`src/rtl/btn_pkg.sv`:
```
// ---------------------------------------------------------------------------
// btn_pkg
// Shared definitions for the push-button conditioning stage.
//   NUM_BTN      : number of board buttons handled
//   rep_state_t  : per-button auto-repeat FSM states
//   cnt_width()  : counter width for a terminal count (never below 1 bit)
// ---------------------------------------------------------------------------
package btn_pkg;

  localparam int NUM_BTN = 4;

  typedef enum logic [1:0] {
    R_IDLE,
    R_HOLD,
    R_DELAY,
    R_REPEAT
  } rep_state_t;

  // Width of a counter that runs 0..n-1; $clog2(1) is 0, so clamp to 1.
  function automatic int cnt_width(input int n);
    return (n <= 1) ? 1 : $clog2(n);
  endfunction

endpackage

```
`src/rtl/btn_conditioner_if.sv`:
```
// ---------------------------------------------------------------------------
// btn_conditioner_if
// Button bundle between the board buttons and the controller.
//   btn_raw   : asynchronous raw buttons, active-high (into the conditioner)
//   btn_level : debounced button levels
//   btn_pulse : one-cycle press pulses, including auto-repeats
//   tick      : one-cycle periodic count-enable strobe
// Modports: master = driver of the buttons / consumer of the results,
//           slave  = the conditioner itself.
// ---------------------------------------------------------------------------
interface btn_conditioner_if;
  import btn_pkg::*;

  logic [NUM_BTN-1:0] btn_raw;
  logic [NUM_BTN-1:0] btn_level;
  logic [NUM_BTN-1:0] btn_pulse;
  logic               tick;

  modport master (
    output btn_raw,
    input  btn_level,
    input  btn_pulse,
    input  tick
  );

  modport slave (
    input  btn_raw,
    output btn_level,
    output btn_pulse,
    output tick
  );

endinterface

```
`src/rtl/btn_debounce.sv`:
```
// ---------------------------------------------------------------------------
// btn_debounce
// One button: 2-flop synchroniser, counter-based debounce and a press-pulse
// generator with optional auto-repeat.
//   clk      : system clock
//   rst      : asynchronous, active-high reset
//   raw_i    : asynchronous raw button, active-high
//   level_o  : debounced level (registered)
//   pulse_o  : one-cycle press / repeat pulse (registered)
// ---------------------------------------------------------------------------
module btn_debounce
  import btn_pkg::*;
#(
  parameter int   DEBOUNCE_CYCLES = 1_250_000,
  parameter int   REPEAT_DELAY    = 62_500_000,
  parameter int   REPEAT_PERIOD   = 25_000_000,
  parameter logic REPEAT_EN       = 1'b0
) (
  input  logic clk,
  input  logic rst,
  input  logic raw_i,
  output logic level_o,
  output logic pulse_o
);

  localparam int DC_W = cnt_width(DEBOUNCE_CYCLES);
  localparam int RC_W = (cnt_width(REPEAT_DELAY) > cnt_width(REPEAT_PERIOD)) ?
                        cnt_width(REPEAT_DELAY) : cnt_width(REPEAT_PERIOD);

  localparam logic [DC_W-1:0] DC_LAST    = DC_W'(DEBOUNCE_CYCLES - 1);
  localparam logic [RC_W-1:0] DELAY_LAST = RC_W'(REPEAT_DELAY - 1);
  localparam logic [RC_W-1:0] PER_LAST   = RC_W'(REPEAT_PERIOD - 1);

  logic            meta_q;
  logic            sync_q;
  logic [DC_W-1:0] dc_q, dc_d;
  logic            level_q, level_d;
  rep_state_t      state_q;
  logic [RC_W-1:0] rc_q;
  logic            pulse_q;

  // NOTE: always_comb must assign every output on every path before any
  // conditional logic, otherwise synthesis infers a latch to hold the value.
  always_comb begin
    level_d = level_q;
    dc_d    = '0;
    if (sync_q != level_q) begin
      if (dc_q == DC_LAST) begin
        level_d = sync_q;
      end else begin
        dc_d = dc_q + DC_W'(1);
      end
    end
  end

  // NOTE: clocked state uses non-blocking (<=) so every flop samples the
  // pre-edge values; blocking here would chain the synchroniser into one flop.
  always_ff @(posedge clk or posedge rst) begin
    if (rst) begin
      meta_q  <= 1'b0;
      sync_q  <= 1'b0;
      dc_q    <= '0;
      level_q <= 1'b0;
    end else begin
      meta_q  <= raw_i;
      sync_q  <= meta_q;
      dc_q    <= dc_d;
      level_q <= level_d;
    end
  end

  // The FSM looks at level_d so the press pulse registers on the same edge
  // the debounced level rises, and a release on the edge a repeat would fire
  // suppresses that repeat.
  always_ff @(posedge clk or posedge rst) begin
    if (rst) begin
      state_q <= R_IDLE;
      rc_q    <= '0;
      pulse_q <= 1'b0;
    end else begin
      pulse_q <= 1'b0;
      case (state_q)
        R_IDLE: begin
          if (level_d && !level_q) begin
            pulse_q <= 1'b1;
            state_q <= REPEAT_EN ? R_DELAY : R_HOLD;
            rc_q    <= '0;
          end
        end
        R_HOLD: begin
          if (!level_d) state_q <= R_IDLE;
        end
        R_DELAY: begin
          if (!level_d) begin
            state_q <= R_IDLE;
            rc_q    <= '0;
          end else if (rc_q == DELAY_LAST) begin
            pulse_q <= 1'b1;
            state_q <= R_REPEAT;
            rc_q    <= '0;
          end else begin
            rc_q <= rc_q + RC_W'(1);
          end
        end
        R_REPEAT: begin
          if (!level_d) begin
            state_q <= R_IDLE;
            rc_q    <= '0;
          end else if (rc_q == PER_LAST) begin
            pulse_q <= 1'b1;
            rc_q    <= '0;
          end else begin
            rc_q <= rc_q + RC_W'(1);
          end
        end
        default: begin
          state_q <= R_IDLE;
          rc_q    <= '0;
        end
      endcase
    end
  end

  assign level_o = level_q;
  assign pulse_o = pulse_q;

endmodule

```
`src/rtl/btn_conditioner.sv`:
```
// ---------------------------------------------------------------------------
// btn_conditioner
// Front-end conditioning for the board push-buttons plus the periodic tick
// used as the controller's count enable. All outputs registered in clk.
//   clk  : system clock
//   rst  : asynchronous, active-high reset
//   bus  : btn_conditioner_if.slave
//            btn_raw   in  NUM_BTN  raw buttons
//            btn_level out NUM_BTN  debounced levels
//            btn_pulse out NUM_BTN  press / repeat pulses
//            tick      out 1        strobe every TICK_CYCLES cycles
// ---------------------------------------------------------------------------
module btn_conditioner
  import btn_pkg::*;
#(
  parameter int                 DEBOUNCE_CYCLES = 1_250_000,
  parameter int                 REPEAT_DELAY    = 62_500_000,
  parameter int                 REPEAT_PERIOD   = 25_000_000,
  parameter logic [NUM_BTN-1:0] REPEAT_EN       = 4'b0001,
  parameter int                 TICK_CYCLES     = 125_000_000
) (
  input logic               clk,
  input logic               rst,
  btn_conditioner_if.slave  bus
);

  localparam int              TC_W    = cnt_width(TICK_CYCLES);
  localparam logic [TC_W-1:0] TC_LAST = TC_W'(TICK_CYCLES - 1);

  logic [NUM_BTN-1:0] level_w;
  logic [NUM_BTN-1:0] pulse_w;
  logic [TC_W-1:0]    tc_q;
  logic               tick_q;

  // Buttons are independent; each gets its own conditioner.
  for (genvar i = 0; i < NUM_BTN; i++) begin : g_btn
    btn_debounce #(
      .DEBOUNCE_CYCLES (DEBOUNCE_CYCLES),
      .REPEAT_DELAY    (REPEAT_DELAY),
      .REPEAT_PERIOD   (REPEAT_PERIOD),
      .REPEAT_EN       (REPEAT_EN[i])
    ) u_btn (
      .clk     (clk),
      .rst     (rst),
      .raw_i   (bus.btn_raw[i]),
      .level_o (level_w[i]),
      .pulse_o (pulse_w[i])
    );
  end

  // Free-running tick: the strobe is the registered terminal-count compare,
  // so it is high in the cycle after tc reaches TICK_CYCLES-1.
  always_ff @(posedge clk or posedge rst) begin
    if (rst) begin
      tc_q   <= '0;
      tick_q <= 1'b0;
    end else begin
      tick_q <= (tc_q == TC_LAST);
      tc_q   <= (tc_q == TC_LAST) ? '0 : tc_q + TC_W'(1);
    end
  end

  assign bus.btn_level = level_w;
  assign bus.btn_pulse = pulse_w;
  assign bus.tick      = tick_q;

endmodule
```
`src/flat_wrapper.sv`:
```
// flat-port wrapper written by rule: the top's interface ports become plain ports
module btn_conditioner_flat import btn_pkg::*;
#(
  parameter int                 DEBOUNCE_CYCLES = 1_250_000,
  parameter int                 REPEAT_DELAY    = 62_500_000,
  parameter int                 REPEAT_PERIOD   = 25_000_000,
  parameter logic [NUM_BTN-1:0] REPEAT_EN       = 4'b0001,
  parameter int                 TICK_CYCLES     = 125_000_000
)
  (clk, rst, bus_btn_raw, bus_btn_level, bus_btn_pulse, bus_tick);
  btn_conditioner_if bus_i ();
  input logic clk;
  input logic rst;
  input wire logic [$bits(bus_i.btn_raw)-1:0] bus_btn_raw;
  output wire logic [$bits(bus_i.btn_level)-1:0] bus_btn_level;
  output wire logic [$bits(bus_i.btn_pulse)-1:0] bus_btn_pulse;
  output wire logic [$bits(bus_i.tick)-1:0] bus_tick;
  assign bus_i.btn_raw = bus_btn_raw;
  assign bus_btn_level = bus_i.btn_level;
  assign bus_btn_pulse = bus_i.btn_pulse;
  assign bus_tick = bus_i.tick;
  btn_conditioner #(.DEBOUNCE_CYCLES(DEBOUNCE_CYCLES), .REPEAT_DELAY(REPEAT_DELAY), .REPEAT_PERIOD(REPEAT_PERIOD), .REPEAT_EN(REPEAT_EN), .TICK_CYCLES(TICK_CYCLES)) u_core (.clk(clk), .rst(rst), .bus(bus_i));
endmodule
```
`config.mk`:
```
export PLATFORM = sky130hd
export DESIGN_NAME = btn_conditioner_flat
export DESIGN_NICKNAME = d
export VERILOG_FILES = /design/src/rtl/btn_pkg.sv /design/src/rtl/btn_conditioner_if.sv /design/src/rtl/btn_debounce.sv /design/src/rtl/btn_conditioner.sv /design/src/flat_wrapper.sv
export SDC_FILE = /design/constraint.sdc
export NUM_CORES = 1
export LEC_CHECK = 0
export ABC_AREA = 1
export CORE_UTILIZATION = 55
export CTS_CLUSTER_SIZE = 16
export DETAILED_ROUTE_END_ITERATION = 12
export PLACE_DENSITY_LB_ADDON = 0.08
export SKIP_CTS_REPAIR_TIMING = 1
export SYNTH_ARGS = -nofsm -noshare
export SYNTH_HDL_FRONTEND = slang
export SYNTH_SLANG_ARGS = --single-unit
export TNS_END_PERCENT = 50
```
`constraint.sdc`:
```
create_clock -name clk -period 13.73 [get_ports clk]
set_clock_uncertainty 0.05 [all_clocks]
set_input_delay 3.4325 -clock clk [delete_from_list [all_inputs] [get_ports clk]]
set_output_delay 3.4325 -clock clk [all_outputs]
set_load 0.01 [all_outputs]
```
After elaboration in Yosys (flattened, before gate mapping)
Index checks and enable logic that the tools add are counted. W data, S select, Z words.

$add $sub $neg: 9. Multiply operators: 0. Div/mod/pow operators: 0. Magnitude comparators: 0. Equality and inequality tests: 41. Shift-type cells: 0. Multiplexer cells: 85. Bitwise operators: 0. Reductions and logical operators: 28.

Operators with widths (count): $mux W26 (20); $pmux W26 S3 (4); $mux W21 (8); $add A26 B1 Y26 const B (4); $eq A26 B25 Y1 const B (4); $eq A26 B26 Y1 const B (4); $add A21 B1 Y21 const B (4); $eq A21 B21 Y1 const B (4); $mux W2 (16); $mux W1 (28); $add A27 B1 Y27 const B (1); $eq A27 B27 Y1 const B (1); $mux W27 (1); $pmux W2 S3 (4); $eq A2 B2 Y1 const B (8); $ne A2 B2 Y1 const B (8); $ne A3 B3 Y1 const B (4); $pmux W1 S3 (4); $reduce_and A3 Y1 (4); $reduce_bool A3 Y1 (4); $eq A2 B1 Y1 const B (4); $logic_not A2 Y1 (4); $reduce_and A2 Y1 (4); $reduce_or A2 Y1 (4); 3 further kinds (12).

Register bits: 240. Bits in latches: 0. Memory bits (writable): 0. Bits in read-only memories: 0. Bits of input ports: 6. Output and inout port bits: 9. Logic and storage cells: 193. Memories kept: 0.

Logic depth before layout (Yosys ltp)
Gate-level depths: netlist of the first run.

Word-level depth: 6. Gate-level depth with buffers: 12. Depth with buffers taken out: 12.

Modules after synthesis
From an unflattened synthesis of the first run, not the netlist that was laid out.

Cell total of the unflattened synthesis: 2458. Area, all modules: 16241.8 um2.

Modules (own cells, without submodules): btn_debounce at u_core.g_btn[1].u_btn ... (times used 2, cells an instance 554, area an instance 3643.5 um2, sequential area each 1326.3 um2); btn_debounce at u_core.g_btn[0].u_btn (times used 1, cells an instance 570, area an instance 3676.0 um2, sequential area each 1326.3 um2); btn_debounce at u_core.g_btn[3].u_btn (times used 1, cells an instance 536, area an instance 3607.2 um2, sequential area each 1326.3 um2); btn_conditioner (times used 1, cells an instance 244, area an instance 1671.6 um2, sequential area each 700.7 um2).

Worst setup path before layout of the first run
Ideal clock, no wire load.

Kind: flip-flop to output port. From: register u_core.g_btn[0].u_btn.level_q. To: output bus_btn_level[0]. Data arrival time: 0.534 ns. Data required time: 10.248 ns. Path slack: 9.714 ns. Cell stages (with the launch flop): 2. Path buffers: 1. Cells stage by stage: dfrtp_1 > buf_4.

RTL lines: start, declared (line btn_debounce.sv:37) `logic level_q, level_d;`; start signal, assigned (line btn_debounce.sv:68) `level_q <= level_d;`; end, declared (line flat_wrapper.sv:15) `output wire logic [$bits(bus_i.btn_level)-1:0] bus_btn_level;`.

No word-level cell between the ends.

==> impl_metrics.py, run 1 <==
metrics = {
    "sta": {
        "worst_pin_slew_ns": 1.14,
        "clock.fmax_mhz": 174,
        "final-max-slew-violation-count": 0,
        "setup_viol": 0,
        "min_period_over_period_pct": 41.9,
        "tns_ns": 0,
        "fin_crit_ns": 5.75,
        "timing.max_slew.rel_slack_pct": 24.1,
        "setup_repair_after_global_routing_missed_its_margin": "false",
        "final_hold_viol_count": 0,
        "post-route-worst-setup-slack_ns": 7.98,
    },
    "global_routing": {
        "grt_max_degree": 98,
        "grt_first_pass_wirelength_um": 63900,
        "globalRouteOverflowTotal": 0,
        "antenna_violations_before_repair": 0,
        "grt_pass1_vias": 13400,
        "grt_use_total_pct": 26.2,
    },
    "routing": {
        "antenna_violating_nets_post_route": 0,
        "initialDrtViolationCount": 1079,
        "dr.pass1.iters": 6,
        "wirelength_um": 37000,
        "detail_route.vias_per_cell": 5.40,
        "route.detailed.wl_per_inst_um": 13.8,
        "num_vias": 14500,
        "remaining_drc_errors": 0,
    },
    "placed_design": {
        "gp_congestion": 0.914,
        "io_buffer_count": 14,
        "hpwlAfterDp_um": 26100,
        "post_place_setup_slack_ns": 7.22,
    },
    "logic_synthesis": {
        "synth_fa_ha_area_share_pct": 0.715,
        "postSynthAreaPerCell_sq_um": 6.87,
        "ys_dominant_reg_cell": "sky130_fd_sc_hd__dfrtp_1",
        "post_synth_inst_count": 2294,
        "ys_seq_elements": 240,
        "synth_xor_xnor_area_share_pct": 6.01,
        "yosys.area.top_type_share_pct": 38.1,
        "synth_top_family_by_area": "simple AND/OR/NAND/NOR gates",
        "ys_async_sr_fraction_pct": 100,
        "synthesis.nets": 2309,
        "share_of_the_synthesized_area_in_compound_gates_ao_oa_aoi_oai_pct": 2.87,
        "mux_contribution_to_synthesized_area_pct": 0,
        "yosysUniqueCellTypes": 46,
        "synth_simple_gate_area_share_pct": 43.1,
        "synth_sequential_area_ratio_pct": 38.1,
        "synth_top_cell_by_area": "sky130_fd_sc_hd__dfrtp_1",
        "ys_top_cells_by_area": "sky130_fd_sc_hd__dfrtp_1 (38%), sky130_fd_sc_hd__nand2_1 (14%), sky130_fd_sc_hd__nand3_1 (9.4%)",
        "synth-edff-count": 0,
        "yosys_warnings": 0,
        "syn-cell-area_sq_um": 15700,
    },
    "cts": {
        "cts.root.buffer_cell": "sky130_fd_sc_hd__clkbuf_16",
        "tritoncts": "yes",
        "clockBufferDepth": 3,
        "cts.sink_count": 240,
        "cts.clk_slew.worst_paths_ns": 0.06,
        "clock_tree.htree_level_count": 1,
        "numCtsBuffers": 26,
        "clock_latency_ns": 0.54,
    },
    "critical_path": {
        "critPathKind": "primary input to asynchronous set/reset pin",
        "cp_data_arrival_time_ns": 6.22,
        "worst_r2r_path_depth": 10,
        "timing.critical_path.fanout_max": 97,
        "required_ns": 14.20,
        "setup_slack_on_the_worst_flop_to_flop_path_ns": 11.15,
        "worst_setup_sp_type": "primary input",
        "critPathCaptureType": "asynchronous set/reset pin",
    },
    "layout": {
        "finalNetCount": 2294,
        "final_core_utilization_pct": 60.2,
        "antennaDiodeCount": 0,
        "area_growth_syn_to_layout_pct": 6.98,
        "layout-drive-gt1-share_pct": 4.96,
    },
    "floorplan": {
        "core-area_sq_um": 28000,
        "floorplan.die_area_sq_um": 29300,
        "floorplan.rows": 61,
        "initial_utilization_pct": 56.2,
        "io_pins": 15,
        "die_y_um": 171,
        "width_of_the_chip_um": 171,
    },
    "pwr": {
        "internal_power_mw": 1.13,
        "power.density_cell_area_nw_per_um2": 85.8,
        "cellLeakagePower_nw": 7.59,
        "total_power_mw": 1.45,
        "power.clock.fraction_pct": 48.5,
        "net-switching-power_mw": 0.317,
        "power.combinational.fraction_pct": 2.1,
        "switching_share_pct": 21.9,
        "power.sequential.fraction_pct": 49.5,
        "irDropWorstVdd_mv": 0.108,
    },
    "run_status": {
        "outcome": "finished clean",
    },
    "hold_path": {
        "hold_class": "flip-flop to flip-flop",
        "min_path_cells": 0,
    },
    "run": {
        "drv.max_cap_violation_count": 0,
    },
}
-- worst paths after layout --
kind | start | endpoint
worst max-delay path | rst | u_core.g_btn[2].u_btn.rc_q[11]$_DFFE_PP0P_
worst min-delay path | u_core.g_btn[0].u_btn.meta_q$_DFF_PP0_ | u_core.g_btn[0].u_btn.sync_q$_DFF_PP0_
worst max register to register | u_core.g_btn[1].u_btn.dc_q[0]$_DFF_PP0_ | u_core.g_btn[1].u_btn.rc_q[5]$_DFFE_PP0P_
worst min register to register | u_core.g_btn[0].u_btn.meta_q$_DFF_PP0_ | u_core.g_btn[0].u_btn.sync_q$_DFF_PP0_
max in group clk | u_core.g_btn[0].u_btn.level_o$_DFF_PP0_ | bus_btn_level[0]
min in group asynchronous | rst | u_core.g_btn[1].u_btn.dc_q[18]$_DFF_PP0_
-- routing by layer --
metal  vias to the layer above  track usage [%]  routed length [um]
met2                       317             41.6               16400
met1                      6803             38.8               18400
met4                         0             4.85                 476
li1                       7295                -                   -
met5                         -                0                   0
met3                        35             2.81                1720
-- per-stage QoR --
| step | cells | cell area (sq um) | hold WS (ns) |
|---|---|---|---|
| after detailed placement | 2629 | 16000 | 0.290 |
| after global routing | 2675 | 16800 | 0.307 |
| after floorplan | 2294 | 15700 | 0.281 |
| final | 2675 | 16800 | 0.299 |
| after global placement | 2629 | 16000 | 0.284 |
| after CTS | 2675 | 16800 | 0.304 |
-- critical path, stage by stage --
cell                              delay [ns]
sky130_fd_sc_hd__clkdlybuf4s50_1        0.49
sky130_fd_sc_hd__inv_8                  0.54
sky130_fd_sc_hd__buf_4                  0.79
sky130_fd_sc_hd__buf_4                  0.87
-- sequential cells by signal (all words and copies together) (netlist names) --
register	count
u_core.g_btn.u_btn.rc_q	104
u_core.g_btn.u_btn.pulse_o	4
u_core.tc_q	27
u_core.g_btn.u_btn.sync_q	4
u_core.bus.tick	1
u_core.g_btn.u_btn.meta_q	4
u_core.g_btn.u_btn.level_o	4
u_core.g_btn.u_btn.state_q	8
u_core.g_btn.u_btn.dc_q	84
-- placed cells by master, fill, tap and decap left out, drive strengths merged, types with 5 or more instances in the layout --
| cell type | instances |
|---|---|
| dfrtp | 240 |
| xnor2 | 22 |
| ha | 9 |
| nand2 | 598 |
| o21ai | 24 |
| nand3b | 33 |
| nand4 | 74 |
| clkinv | 9 |
| nor4 | 8 |
| clkdlybuf4s50 | 14 |
| clkbuf | 33 |
| inv | 275 |
| o21a | 6 |
| nor3 | 79 |
| or2 | 5 |
| xor2 | 86 |
| a21oi | 37 |
| nand3 | 302 |
| nor2 | 413 |
-- final cells by class --
| cell class | instances | area, sq um |
|---|---|---|
| fill | 2722 | 11200 |
| multi-input combinational | 1717 | 8300 |
| sequential | 240 | 6010 |
| inverter | 276 | 1040 |
| clock buffer | 33 | 728 |
| tap | 378 | 473 |
| timing repair buffer | 18 | 170 |
| clock inverter | 13 | 126 |
-- power groups by stage --
stage | logic [mW] | registers [mW] | clock network [mW]
final | 0.0297 | 0.715 | 0.701
after detailed placement | 0.0314 | 0.728 | 0
after floorplan | 0.0214 | 0.727 | 0
after CTS | 0.0314 | 0.715 | 0.720
after global routing | 0.0353 | 0.715 | 0.747
after global placement | 0.0306 | 0.728 | 0
-- cells in the mapped netlist (2+ instances only) --
| cell | instances |
|---|---|
| sky130_fd_sc_hd__nor3_2 | 8 |
| sky130_fd_sc_hd__o21ai_0 | 21 |
| sky130_fd_sc_hd__inv_1 | 268 |
| sky130_fd_sc_hd__ha_1 | 9 |
| sky130_fd_sc_hd__o21bai_1 | 3 |
| sky130_fd_sc_hd__nor2_2 | 13 |
| sky130_fd_sc_hd__xor2_1 | 86 |
| sky130_fd_sc_hd__nand3_2 | 6 |
| sky130_fd_sc_hd__nor4_1 | 8 |
| sky130_fd_sc_hd__nand3b_1 | 32 |
| sky130_fd_sc_hd__nor2_1 | 394 |
| sky130_fd_sc_hd__nor2_4 | 5 |
| sky130_fd_sc_hd__nand2_2 | 13 |
| sky130_fd_sc_hd__nor3b_1 | 3 |
| sky130_fd_sc_hd__or2_2 | 5 |
| sky130_fd_sc_hd__nand3_1 | 296 |
| sky130_fd_sc_hd__xnor2_1 | 22 |
| sky130_fd_sc_hd__buf_2 | 26 |
| sky130_fd_sc_hd__o2111ai_1 | 3 |
| sky130_fd_sc_hd__buf_6 | 14 |
| sky130_fd_sc_hd__nand2_4 | 4 |
| sky130_fd_sc_hd__nor3_1 | 71 |
| sky130_fd_sc_hd__buf_4 | 10 |
| sky130_fd_sc_hd__inv_2 | 7 |
| sky130_fd_sc_hd__clkbuf_1 | 10 |
| sky130_fd_sc_hd__nand4_1 | 73 |
| sky130_fd_sc_hd__a31oi_1 | 3 |
| sky130_fd_sc_hd__o21ai_1 | 2 |
| sky130_fd_sc_hd__o21a_1 | 6 |
| sky130_fd_sc_hd__nand2_1 | 581 |
| sky130_fd_sc_hd__a21oi_1 | 37 |
| sky130_fd_sc_hd__dfrtp_1 | 240 |
| sky130_fd_sc_hd__and2_1 | 2 |
-- cell families after synthesis --
family                     count (synthesis)
and+or+nand+nor                         1520
buffers and inverters                    337
DFF                                      240
xor gates and xnor gates                 108
AOI/OAI and AO/OA                         80
adders and majority gates                  9
(Power assumes the default switching activity.)
==> run 2: changes to the inputs <==
clock period = 5 ns   (was 13.73 ns; I/O delays follow)
==> run 2 against run 1 <==
- power increased to 3.0 times the previous value
- wire length hardly changed
- global-route usage barely moved
- first-iteration DRC count down 0.93%
- flip-flop and latch count unchanged
- sequential share of layout area down 0.41 points
- die area is the same
- sequential power grew to 2.7 times the previous value
- worst setup slack got worse by 5.8 ns
- design area up 1.2%
- largest power group is now the clock network
- highest routed layer unchanged
==> impl_metrics.py, run 2 (synthesized netlist as in run 1, its figures left out) <==
metrics = {
    "layout": {
        "largestRegisters": "u_core.g_btn.u_btn.rc_q x104, u_core.g_btn.u_btn.dc_q x84, u_core.tc_q x27",
        "final_cell_mix": "sky130_fd_sc_hd__nand2_1 (581), sky130_fd_sc_hd__nor2_1 (394), sky130_fd_sc_hd__nand3_1 (296)",
        "mostFrequentLayoutCell": "sky130_fd_sc_hd__nand2_1",
        "max_flop_register": "u_core.g_btn.u_btn.rc_q",
        "antennaDiodeCount": 0,
        "layout-drive-gt1-share_pct": 5.18,
        "flip_flop_count_of_the_largest_register_all_copies_and_words_added": 104,
        "area_growth_syn_to_layout_pct": 8.21,
        "finalNetCount": 2294,
        "final_core_utilization_pct": 60.8,
    },
    "critical_path": {
        "rr_startpoint": "u_core.g_btn[1].u_btn.dc_q[0]$_DFF_PP0_",
        "required_ns": 3.70,
        "r2r_end": "u_core.g_btn[1].u_btn.rc_q[5]$_DFFE_PP0P_",
        "critical_path_depth": 1,
        "worst_r2r_path_depth": 10,
        "critPathCaptureType": "output pin",
        "worst_setup_sp_type": "flip-flop",
        "endpoint": "bus_btn_pulse[2]",
        "worst_path_cell_chain": "clkdlybuf4s50_1",
        "timing.critical_path.fanout_max": 1,
        "critPathKind": "flip-flop to output pin",
        "critical_path_buffer_and_inverter_count": 1,
        "timing.critical_path.slowest_stage_cell": "sky130_fd_sc_hd__clkdlybuf4s50_1",
        "cp_slowest_stage_delay_ns": 0.57,
        "cp-startpoint": "u_core.g_btn[2].u_btn.pulse_o$_DFF_PP0_",
        "timing.critical_path.max_delay_family": "buffers and inverters",
        "cp_data_arrival_time_ns": 1.54,
        "setup_slack_on_the_worst_flop_to_flop_path_ns": 2.51,
    },
    "run_status": {
        "outcome": "finished clean",
    },
    "cts": {
        "cts.sink_count": 240,
        "clockBufferDepth": 3,
        "tritoncts": "yes",
        "cts.clk_slew.worst_paths_ns": 0.06,
        "numCtsBuffers": 27,
        "clock_tree.htree_level_count": 1,
        "cts.root.buffer_cell": "sky130_fd_sc_hd__clkbuf_16",
        "clock_latency_ns": 0.55,
    },
    "pwr": {
        "irDropWorstVdd_mv": 0.274,
        "cellLeakagePower_nw": 7.68,
        "power.density_cell_area_nw_per_um2": 254,
        "total_power_mw": 4.32,
    },
    "floorplan": {
        "floorplan.rows": 61,
        "initial_utilization_pct": 56.2,
        "width_of_the_chip_um": 171,
        "floorplan.die_area_sq_um": 29300,
        "die_y_um": 171,
        "io_pins": 15,
        "core-area_sq_um": 28000,
    },
    "sta": {
        "tns_ns": 0,
        "clock.fmax_mhz": 352,
        "worst_hold_slack_ns": 0.312,
        "fin_crit_ns": 2.84,
        "worst_pin_slew_ns": 1.07,
        "setup_viol": 0,
        "final_hold_viol_count": 0,
        "min_period_over_period_pct": 56.8,
        "timing.max_slew.rel_slack_pct": 28.4,
        "final-max-slew-violation-count": 0,
        "setup_repair_after_global_routing_missed_its_margin": "false",
    },
    "routing": {
        "initialDrtViolationCount": 1069,
        "antenna_violating_nets_post_route": 0,
        "detail_route.vias_per_cell": 5.42,
        "wirelength_um": 37100,
        "dr.pass1.iters": 5,
        "route.detailed.wl_per_inst_um": 13.8,
        "remaining_drc_errors": 0,
        "num_vias": 14500,
    },
    "global_routing": {
        "grt_pass1_vias": 13400,
        "globalRouteOverflowTotal": 0,
        "grt_first_pass_wirelength_um": 63900,
        "grt_use_total_pct": 26.2,
        "antenna_violations_before_repair": 0,
        "grt_max_degree": 134,
    },
    "hold_path": {
        "hold_class": "flip-flop to flip-flop",
    },
    "placed_design": {
        "gp_congestion": 0.955,
        "hpwlAfterDp_um": 26100,
        "io_buffer_count": 14,
    },
    "run": {
        "drv.max_cap_violation_count": 0,
    },
}
run 2: changes by cell type in the layout (fill, tap and decap cells not counted), sizes merged:
cell	before	now
buf	4	3
clkinv	9	5
inv	275	276
bufinv	2	7
clkbuf	33	34
run 2: worst register-to-register path: cells and delay by family (launching register included):
family        cells  cell delay, ns
fa+ha+maj         1            0.20
buf+inv           1            0.09
flops             1            0.44
simple gates      8            1.58
run 2: layout make-up:
class	count	area, sq um
Tap cell	378	473
Multi-Input combinational cell	1717	8300
Inverter	276	1040
Sequential cell	240	6010
Clock inverter	15	263
Timing Repair Buffer	17	188
Fill cell	2687	11000
Clock buffer	34	772
run 2: worst min-delay path by stage:
stage / start / to / slack, ns / cells after the start
after floorplan: u_core.g_btn[0].u_btn.meta_q$_DFF_PP0_ / u_core.g_btn[0].u_btn.sync_q$_DFF_PP0_ / 0.28 / 0
after global placement: u_core.g_btn[3].u_btn.meta_q$_DFF_PP0_ / u_core.g_btn[3].u_btn.sync_q$_DFF_PP0_ / 0.29 / 0
after detailed placement: u_core.g_btn[3].u_btn.meta_q$_DFF_PP0_ / u_core.g_btn[3].u_btn.sync_q$_DFF_PP0_ / 0.30 / 0
after CTS: u_core.g_btn[3].u_btn.meta_q$_DFF_PP0_ / u_core.g_btn[3].u_btn.sync_q$_DFF_PP0_ / 0.32 / 0
after global routing: u_core.g_btn[1].u_btn.meta_q$_DFF_PP0_ / u_core.g_btn[1].u_btn.sync_q$_DFF_PP0_ / 0.32 / 0
final: u_core.g_btn[1].u_btn.meta_q$_DFF_PP0_ / u_core.g_btn[1].u_btn.sync_q$_DFF_PP0_ / 0.31 / 0
run 2: routing by layer:
layer | wire length (um) | vias to the layer above | track usage, % | part of all wire [%]
li1 | - | 7291 | - | -
met1 | 18300 | 6834 | 38.5 | 49
met2 | 16300 | 328 | 41.5 | 44
met3 | 1730 | 58 | 2.60 | 4.7
met4 | 718 | 0 | 5.90 | 1.9
met5 | 0 | - | 0 | 0
run 2: report_power, final:
part           total, mW  internal [mW]  switching (mW)
sequential          1.96           1.95         0.00981
clock               2.28           1.45           0.826
combinational     0.0822         0.0186          0.0636
run 2: through the flow:
stage / cells / setup WS (ns) / instance area [sq um]
6_report: 2677 / 2.16 / 17000
5_1_grt: 2677 / 2.12 / 17000
4_1_cts: 2677 / 2.15 / 17000
3_5_place_dp: 2628 / 2.50 / 16000
3_3_place_gp: 2628 / 2.52 / 16000
2_1_floorplan: 2294 / 0.552 / 15800
==> run 3: changes to the inputs <==
clock period = 2.7 ns   (was 5 ns; I/O delays follow)
==> run 3 against run 2 <==
- first-iteration DRC count grew 2.2%
- hold slack lost 0.011 ns
- via count shrank 0.72%
- sequential power grew 86%
- register-to-register slack lost 2.1 ns
- die area is the same
- final cell count grew 0.49%
- wire length shrank 0.96%
- combinational power grew 92%
- clock power grew 74%
- highest routed layer unchanged
- largest cell class unchanged
==> impl_metrics.py, run 3 (synthesized netlist as in run 1, its figures left out) <==
metrics = {
    "floorplan": {
        "initial_utilization_pct": 56.2,
        "core-area_sq_um": 28000,
        "die_y_um": 171,
        "width_of_the_chip_um": 171,
        "floorplan.die_area_sq_um": 29300,
        "floorplan.rows": 61,
        "io_pins": 15,
    },
    "layout": {
        "final_cell_mix": "sky130_fd_sc_hd__nand2_1 (581), sky130_fd_sc_hd__nor2_1 (394), sky130_fd_sc_hd__nand3_1 (296)",
        "flip_flop_count_of_the_largest_register_all_copies_and_words_added": 104,
        "mostFrequentLayoutCell": "sky130_fd_sc_hd__nand2_1",
        "area_growth_syn_to_layout_pct": 8.41,
        "finalNetCount": 2305,
        "layout-drive-gt1-share_pct": 5.62,
        "max_flop_register": "u_core.g_btn.u_btn.rc_q",
        "antennaDiodeCount": 0,
        "largestRegisters": "u_core.g_btn.u_btn.rc_q x104, u_core.g_btn.u_btn.dc_q x84, u_core.tc_q x27",
    },
    "critical_path": {
        "worst_path_cell_chain": "ha_1 -> nand2_1 -> nor2_1 -> nand3_1 -> nor2_1 -> nand3_1 -> nor2_1 -> nor2_2 -> nand2_1 -> nand3_1",
        "worst_setup_sp_type": "flip-flop",
        "cp_slowest_stage_delay_ns": 0.81,
        "worst_r2r_path_depth": 10,
        "critical_path_buffer_and_inverter_count": 0,
        "critPathCaptureType": "flip-flop",
        "rr_startpoint": "u_core.g_btn[2].u_btn.dc_q[0]$_DFF_PP0_",
        "timing.critical_path.max_delay_family": "simple AND/OR/NAND/NOR gates",
        "timing.critical_path.fanout_max": 27,
        "critPathKind": "flip-flop to flip-flop",
        "timing.critical_path.slowest_stage_cell": "sky130_fd_sc_hd__nor2_2",
        "r2r_end": "u_core.g_btn[2].u_btn.rc_q[14]$_DFFE_PP0P_",
        "required_ns": 3.15,
        "cp_data_arrival_time_ns": 2.75,
        "setup_slack_on_the_worst_flop_to_flop_path_ns": 0.40,
    },
    "routing": {
        "num_vias": 14400,
        "top_signal_layer_used": "met4",
        "dr.pass1.iters": 6,
        "route.detailed.wl_per_inst_um": 13.6,
        "antenna_violating_nets_post_route": 0,
        "wirelength_um": 36700,
        "initialDrtViolationCount": 1093,
        "met3_wirelength_um": 1580,
        "met2RoutedLength_um": 16300,
        "detail_route.vias_per_cell": 5.36,
        "met1Wirelength_um": 18100,
        "remaining_drc_errors": 0,
    },
    "cts": {
        "cts.clk_slew.worst_paths_ns": 0.06,
        "clock_latency_ns": 0.56,
        "numCtsBuffers": 28,
        "cts.root.buffer_cell": "sky130_fd_sc_hd__clkbuf_16",
        "tritoncts": "yes",
        "cts.sink_count": 240,
        "clockBufferDepth": 3,
        "clock_tree.htree_level_count": 1,
    },
    "run": {
        "drv.max_cap_violation_count": 0,
    },
    "pwr": {
        "power.density_cell_area_nw_per_um2": 455,
        "irDropWorstVdd_mv": 0.443,
        "cellLeakagePower_nw": 7.71,
        "total_power_mw": 7.76,
    },
    "sta": {
        "clock.fmax_mhz": 434,
        "setup_repair_after_global_routing_missed_its_margin": "false",
        "final_hold_viol_count": 0,
        "worst_pin_slew_ns": 1.08,
        "timing.max_slew.rel_slack_pct": 27.9,
        "final-max-slew-violation-count": 0,
        "min_period_over_period_pct": 85.3,
        "tns_ns": 0,
        "fin_crit_ns": 2.30,
        "setup_viol": 0,
        "worst_hold_slack_ns": 0.301,
    },
    "global_routing": {
        "grt_max_degree": 97,
        "grt_use_total_pct": 26.1,
        "grt_first_pass_wirelength_um": 63600,
        "globalRouteOverflowTotal": 0,
        "grt_pass1_vias": 13500,
        "antenna_violations_before_repair": 0,
    },
    "hold_path": {
        "worst_hold_path.endpoint": "u_core.g_btn[2].u_btn.sync_q$_DFF_PP0_",
        "min_path_cells": 0,
        "hold_start": "u_core.g_btn[2].u_btn.meta_q$_DFF_PP0_",
        "hold_class": "flip-flop to flip-flop",
    },
    "placed_design": {
        "gp_congestion": 0.949,
        "hpwlAfterDp_um": 26100,
        "io_buffer_count": 14,
    },
    "run_status": {
        "outcome": "finished clean",
    },
}
-- run 3: cell count changes in the layout (fill, tap and decap cells not counted), sizes merged --
cell | previous run | this run
clkbuf | 34 | 38
clkinvlp | 3 | 2
clkinv | 5 | 10
bufinv | 7 | 3
inv | 276 | 275
buf | 3 | 13
-- run 3: worst max-delay path by stage --
stage	from	endpoint	slack, ns	depth (start not counted)
2_1_floorplan	rst	u_core.bus.tick$_DFF_PP0_	-1.17	1
3_3_place_gp	u_core.g_btn[2].u_btn.dc_q[0]$_DFF_PP0_	u_core.g_btn[2].u_btn.rc_q[14]$_DFFE_PP0P_	0.50	10
3_5_place_dp	u_core.g_btn[2].u_btn.dc_q[0]$_DFF_PP0_	u_core.g_btn[2].u_btn.rc_q[14]$_DFFE_PP0P_	0.40	10
4_1_cts	u_core.g_btn[2].u_btn.dc_q[0]$_DFF_PP0_	u_core.g_btn[2].u_btn.rc_q[14]$_DFFE_PP0P_	0.38	10
5_1_grt	u_core.g_btn[2].u_btn.dc_q[0]$_DFF_PP0_	u_core.g_btn[2].u_btn.rc_q[14]$_DFFE_PP0P_	0.05	10
6_report	u_core.g_btn[2].u_btn.dc_q[0]$_DFF_PP0_	u_core.g_btn[2].u_btn.rc_q[14]$_DFFE_PP0P_	0.40	10
-- run 3: through the flow --
stage                     setup slack, ns  utilization [%]  cell area [sq um]  std cells
after CTS                           0.379             61.0              17100       2690
after global routing               0.0454             61.0              17100       2690
after floorplan                     -1.17                -              15800       2294
final                               0.398             61.0              17100       2690
after global placement              0.503             57.4              16100       2638
after detailed placement            0.398             57.4              16100       2638
-- run 3: final cells by class --
| class | instances | area [sq um] |
|---|---|---|
| fillers | 2646 | 10900 |
| multi-input cells | 1717 | 8300 |
| flip-flops and latches | 240 | 6010 |
| inverters | 276 | 1040 |
| clock buffers | 38 | 818 |
| well taps | 378 | 473 |
| repair buffers | 27 | 263 |
| clock inverters | 14 | 173 |
-- run 3: power by group --
| part | internal [mW] | switching [mW] |
|---|---|---|
| clock | 2.42 | 1.55 |
| combinational | 0.0391 | 0.119 |
| sequential | 3.62 | 0.0181 |
| total | 6.07 | 1.69 |
-- run 3: metal layers --
| layer | track usage, % | up-vias |
|---|---|---|
| li1 | - | 7325 |
| met2 | 41.1 | 320 |
| met4 | 6.60 | 0 |
| met5 | 0 | - |
| met1 | 37.8 | 6699 |
| met3 | 3.38 | 63 |
